===== src/rtl/z86_hazard_scoreboard.sv =====
// z86_hazard_scoreboard
// Tracks in-flight writes of the EX and WB slots and answers DECODE's
// read-after-write hazard query combinationally in the same cycle.
//
// Ports:
//   clk, reset                    clock, async active-high reset
//   issue_valid/issue_wmask       DECODE hands an instruction (and its write mask) to EX
//   issue_ready                   EX slot can accept this cycle
//   ex_done, wb_done, flush       EX completion, WB commit, redirect (kills EX only)
//   rd_valid/rd_mask              DECODE query: resources the next instruction reads
//   stall                         query hits an in-flight write
//   busy                          effective in-flight write mask
//   ex_adv                        EX->WB move this cycle
//   stall_count                   saturating count of stalled cycles
//
// reg_mask_t layout (MSB first): gpr[14:7] mem[6] seg[5:2] stackop[1] io[0]
module z86_hazard_scoreboard #(
    // Default follows CONFIG_FORWARDING_REGFILE (0)
    parameter int unsigned FORWARDING = 0
) (
    input  logic        clk,
    input  logic        reset,
    input  logic        issue_valid,
    input  logic [14:0] issue_wmask,
    output logic        issue_ready,
    input  logic        ex_done,
    input  logic        wb_done,
    input  logic        flush,
    input  logic        rd_valid,
    input  logic [14:0] rd_mask,
    output logic        stall,
    output logic [14:0] busy,
    output logic        ex_adv,
    output logic [15:0] stall_count
);

    localparam int unsigned MASK_W = 15;
    localparam int unsigned CNT_W  = 16;

    localparam logic [MASK_W-1:0] GPR_BITS    = MASK_W'(15'h7F80);
    // mem and io only block while the writer sits in EX
    localparam logic [MASK_W-1:0] MEM_IO_BITS = MASK_W'(15'h0041);
    localparam logic [CNT_W-1:0]  CNT_MAX     = CNT_W'(16'hFFFF);

    logic              ex_valid, ex_valid_d;
    logic [MASK_W-1:0] ex_mask, ex_mask_d;
    logic              wb_valid, wb_valid_d;
    logic [MASK_W-1:0] wb_mask, wb_mask_d;
    logic [CNT_W-1:0]  stall_count_d;

    logic              issue_fire;
    logic              wb_fwd_kill;
    logic [MASK_W-1:0] ex_term;
    logic [MASK_W-1:0] wb_term;

    // Query path and handshakes: purely combinational from state and strobes
    always_comb begin
        ex_adv      = ex_valid & ex_done & ~flush & (~wb_valid | wb_done);
        issue_ready = ~ex_valid | ex_adv;
        issue_fire  = issue_valid & issue_ready;
        // Retiring WB GPR results are forwarded to the reader when enabled
        wb_fwd_kill = (FORWARDING != 0) && wb_done;
        ex_term     = ex_valid ? ex_mask : '0;
        wb_term     = wb_valid ? (wb_mask & ~(wb_fwd_kill ? GPR_BITS : '0)) : '0;
        busy        = ex_term | wb_term;
        stall       = rd_valid & (|(rd_mask & busy));
    end

    // Next-state for both slots and the stall counter
    always_comb begin
        ex_valid_d    = ex_valid;
        ex_mask_d     = ex_mask;
        wb_valid_d    = wb_valid;
        wb_mask_d     = wb_mask;
        stall_count_d = stall_count;

        // Flush wins over a same-cycle issue; an issue while not ready is ignored
        if (flush) begin
            ex_valid_d = 1'b0;
        end else if (issue_fire) begin
            ex_valid_d = 1'b1;
            ex_mask_d  = issue_wmask;
        end else if (ex_adv) begin
            ex_valid_d = 1'b0;
        end

        if (ex_adv) begin
            wb_valid_d = 1'b1;
            wb_mask_d  = ex_mask & ~MEM_IO_BITS;
        end else if (wb_done) begin
            wb_valid_d = 1'b0;
        end

        if (stall && (stall_count != CNT_MAX)) begin
            stall_count_d = stall_count + CNT_W'(1);
        end
    end

    // State registers
    always_ff @(posedge clk or posedge reset) begin
        if (reset) begin
            ex_valid    <= 1'b0;
            ex_mask     <= '0;
            wb_valid    <= 1'b0;
            wb_mask     <= '0;
            stall_count <= '0;
        end else begin
            ex_valid    <= ex_valid_d;
            ex_mask     <= ex_mask_d;
            wb_valid    <= wb_valid_d;
            wb_mask     <= wb_mask_d;
            stall_count <= stall_count_d;
        end
    end

endmodule


===== config.mk =====
export PLATFORM = sky130hd
export DESIGN_NAME = z86_hazard_scoreboard
export DESIGN_NICKNAME = d
export VERILOG_FILES = /design/src/rtl/z86_hazard_scoreboard.sv
export SDC_FILE = /design/constraint.sdc
export NUM_CORES = 1
export LEC_CHECK = 0
export ABC_AREA = 1
export BUFFER_PORTS_ARGS = -buffer_cell sky130_fd_sc_hd__clkbuf_2
export CAP_MARGIN = 20
export CORE_MARGIN = 4
export CORE_UTILIZATION = 25
export CTS_CLUSTER_DIAMETER = 150
export CTS_CLUSTER_SIZE = 8
export DETAILED_ROUTE_END_ITERATION = 10
export GPL_ROUTABILITY_DRIVEN = 1
export PLACE_DENSITY = 0.44
export SLEW_MARGIN = 10
export SYNTH_ARGS = -nofsm -noshare
export SYNTH_HDL_FRONTEND = slang
export SYNTH_SLANG_ARGS = --single-unit

===== constraint.sdc =====
create_clock -name clk -period 4.75 [get_ports clk]
set_input_delay 0.95 -clock clk [delete_from_list [all_inputs] [get_ports clk]]
set_output_delay 0.95 -clock clk [all_outputs]
set_load 0.03 [all_outputs]

==> results.py <==
metrics = {
    "yosys": {
        "yosys.area.top_type": "dfrtp_1",
        "syn_area_per_cell_um2": 7.70,
        "synth.distinct_cells": 26,
        "async_flop_share_pct": 100,
        "ys_ff_latch": 46,
        "synth_fp_nets": 369,
        "yosysSeqAreaShare_pct": 45.1,
        "syn_area_um2": 2550,
        "synthTopCellsByArea": "dfrtp_1 (45%), nand2_1 (20%), nand4_1 (4.9%), inv_1 (4.6%), mux2_4 (3.5%)",
        "synth_flop_cell": "dfrtp_1",
        "syn_inst": 331,
        "synth_top_area_share_pct": 45.1,
        "yosys_warnings": 0,
        "yosysMostFrequentCell": "nand2_1",
        "synthTopCellsByCount": "nand2_1 (137), dfrtp_1 (46), inv_1 (31)",
        "synth-edff-count": 0,
    },
    "grt": {
        "grt_usage_pct": 11.7,
        "met1_usage_pct": 17.0,
        "grt_antenna_before_repair": 0,
        "grt_util_met2_pct": 17.7,
        "top_usage_layer": "met2",
        "grt_pass1_vias": 2134,
        "grt_max_degree": 47,
        "use_met3_pct": 2.49,
        "grt_pass1_wl_um": 10900,
        "grt_overflow": 0,
    },
    "drt": {
        "drt_iter0_drc": 82,
        "route.detailed.drc": 0,
        "wl_per_cell_um": 12.4,
        "drtPass1Iterations": 4,
        "vias": 2215,
        "viasPerCell": 4.18,
        "wirelength_um": 6550,
        "antenna_left": 0,
    },
    "sta": {
        "finalCritPeriodShare_pct": 65.5,
        "fin_skew_ps": 11.9,
        "hold_viol": 0,
        "whs_ps": 485,
        "setup_viol": 0,
        "relSlewSlack_pct": 52.4,
        "layout_setup_ws_ps": 1640,
        "slew_violations": 0,
        "fin_tns_setup_ps": 0,
        "rsz0062_at_grt": "false",
        "tightestPinTransition_ps": 714,
        "min_period_ps": 3110,
        "max_freq_ghz": 0.321,
    },
    "clock_tree": {
        "cts_hold_buffers": 0,
        "cts-root-buf": "clkbuf_8",
        "cts.sinks": 46,
        "cts_buffer_depth": 2,
        "ctsResizeCount": 0,
        "cts_tree": "built",
        "h-tree-depth": 2,
        "clock_latency_ps": 300,
        "cts_setup_buffers": 0,
        "clkTransAtPathRegs_ps": 90,
        "numCtsBuffers": 5,
    },
    "finish": {
        "syn_to_final_growth_pct": 21.0,
        "diodes": 0,
        "final_util_pct": 31.3,
        "fin_nets": 434,
        "drive_gt1_share_pct": 25.9,
        "fin_area_um2": 3090,
    },
    "floorplan": {
        "std_cell_rows": 36,
        "die_area_um2": 11900,
        "initial_core_util_pct": 25.8,
        "ioPinCount": 71,
        "die_h_um": 109,
        "chipWidth_um": 109,
        "core-area_um2": 9860,
    },
    "placed_design": {
        "port_buffers": 70,
        "dp_hpwl_um": 4690,
        "gp_congestion": 0.760,
        "pre_cts_slack_ps": 1750,
        "dpl_cell_area_um2": 2980,
    },
    "power_and_ir_drop": {
        "p_seq_share_pct": 47.4,
        "power_frac_comb_pct": 30.7,
        "p_sw_uw": 450,
        "ir_drop_mv": 0.120,
        "clkPwrFrac_pct": 21.8,
        "p_sw_share_pct": 39.4,
        "internal_power_uw": 691,
        "leakagePower_nw": 1.69,
        "power.density_nw_per_um2": 370,
    },
    "critical_path": {
        "r2r_cells": 6,
        "timing_worst_setup_path_type": "reg2out",
        "arrival_ps": 2160,
        "cp-start-kind": "register",
        "max_stage_delay_ps": 820,
        "crit_fanout": 23,
        "critPathCaptureType": "output port",
        "crit_required_ps": 3800,
        "worstPathCellList": "nand2_1 > nor2_1 > nand2_2 > inv_1 > clkbuf_2",
        "slowest_stage": "dfrtp_1",
    },
    "min_path": {
        "hp-class": "reg2reg",
        "hold_depth": 2,
    },
    "run_status": {
        "outcome": "finished clean",
    },
    "run": {
        "maxCapViolCount": 0,
    },
}
==> final cells by class <==
class	count	area (µm²)
clock inverter	3	21.3
sequential	46	1150
fill	1095	6780
clock buffer	5	68.8
timing repair buffer	71	370
tap	133	166
inverter	31	116
multi-input combinational	241	1190
==> per-stage QoR <==
stage | power [mW] | instances
after detailed placement | 0.904 | 521
after global placement | 0.899 | 521
after CTS | 1.16 | 529
final | 1.14 | 530
after floorplan | 0.802 | 331
after global routing | 1.23 | 530
==> worst paths after layout <==
| check | slack, ps | startpoint | endpoint |
|---|---|---|---|
| hold / removal | 480 | wb_mask[3] | wb_mask[3] |
| max in group asynchronous | 3630 | reset | wb_mask[1] |
| setup reg to reg | 2390 | ex_valid | ex_mask[14] |
| setup / recovery | 1640 | ex_valid | ex_adv |
| hold reg to reg | 480 | wb_mask[3] | wb_mask[3] |
| min in group asynchronous | 610 | reset | stall_count[11] |
==> logic make-up after synthesis <==
family          count (synthesis)  synth area share, %
mux                             8                 4.42
buf+inv                        44                 8.14
compound gates                 17                 3.58
xor+xnor                        9                 3.09
flops                          46                 45.1
simple gates                  206                 35.1
fa+ha+maj                       1                0.491
==> worst max-delay path: cells and delay by family, from the launching register on <==
kind          cells  cell delay [ps]
buf+inv           2              540
flops             1              820
simple gates      3              510
==> power groups by stage <==
stage / Combinational (mW) / Sequential, mW / Clock [mW]
finish: 0.351 / 0.541 / 0.249
global route: 0.395 / 0.553 / 0.279
CTS: 0.356 / 0.542 / 0.265
detailed placement: 0.355 / 0.549 / 0
global placement: 0.351 / 0.548 / 0
floorplan: 0.240 / 0.562 / 0
==> per-layer routing <==
layer	part of all wire, %	up-vias
li1	-	1177
met1	52	981
met2	42	53
met3	4.9	4
met4	0.93	0
met5	0	-
==> flip-flops by register name, summed over array words and instances, names as in the netlist <==
name and count:
stall_count 16, ex_mask 15, wb_mask 13, ex_valid 1
wb_valid 1
==> layout by cell type (no fill, tap or decap), types with 4 or more instances in the layout <==
cell,count
dfrtp_1,46
mux2_4,6
nand3_1,10
xnor2_1,4
o21ai_0,7
clkbuf_8,5
nor2_1,23
nand2_2,9
nand4_1,20
xor2_1,5
inv_1,30
clkbuf_2,70
a21oi_1,8
nand2_1,137
No activity file was read; power rests on OpenSTA's default activity.
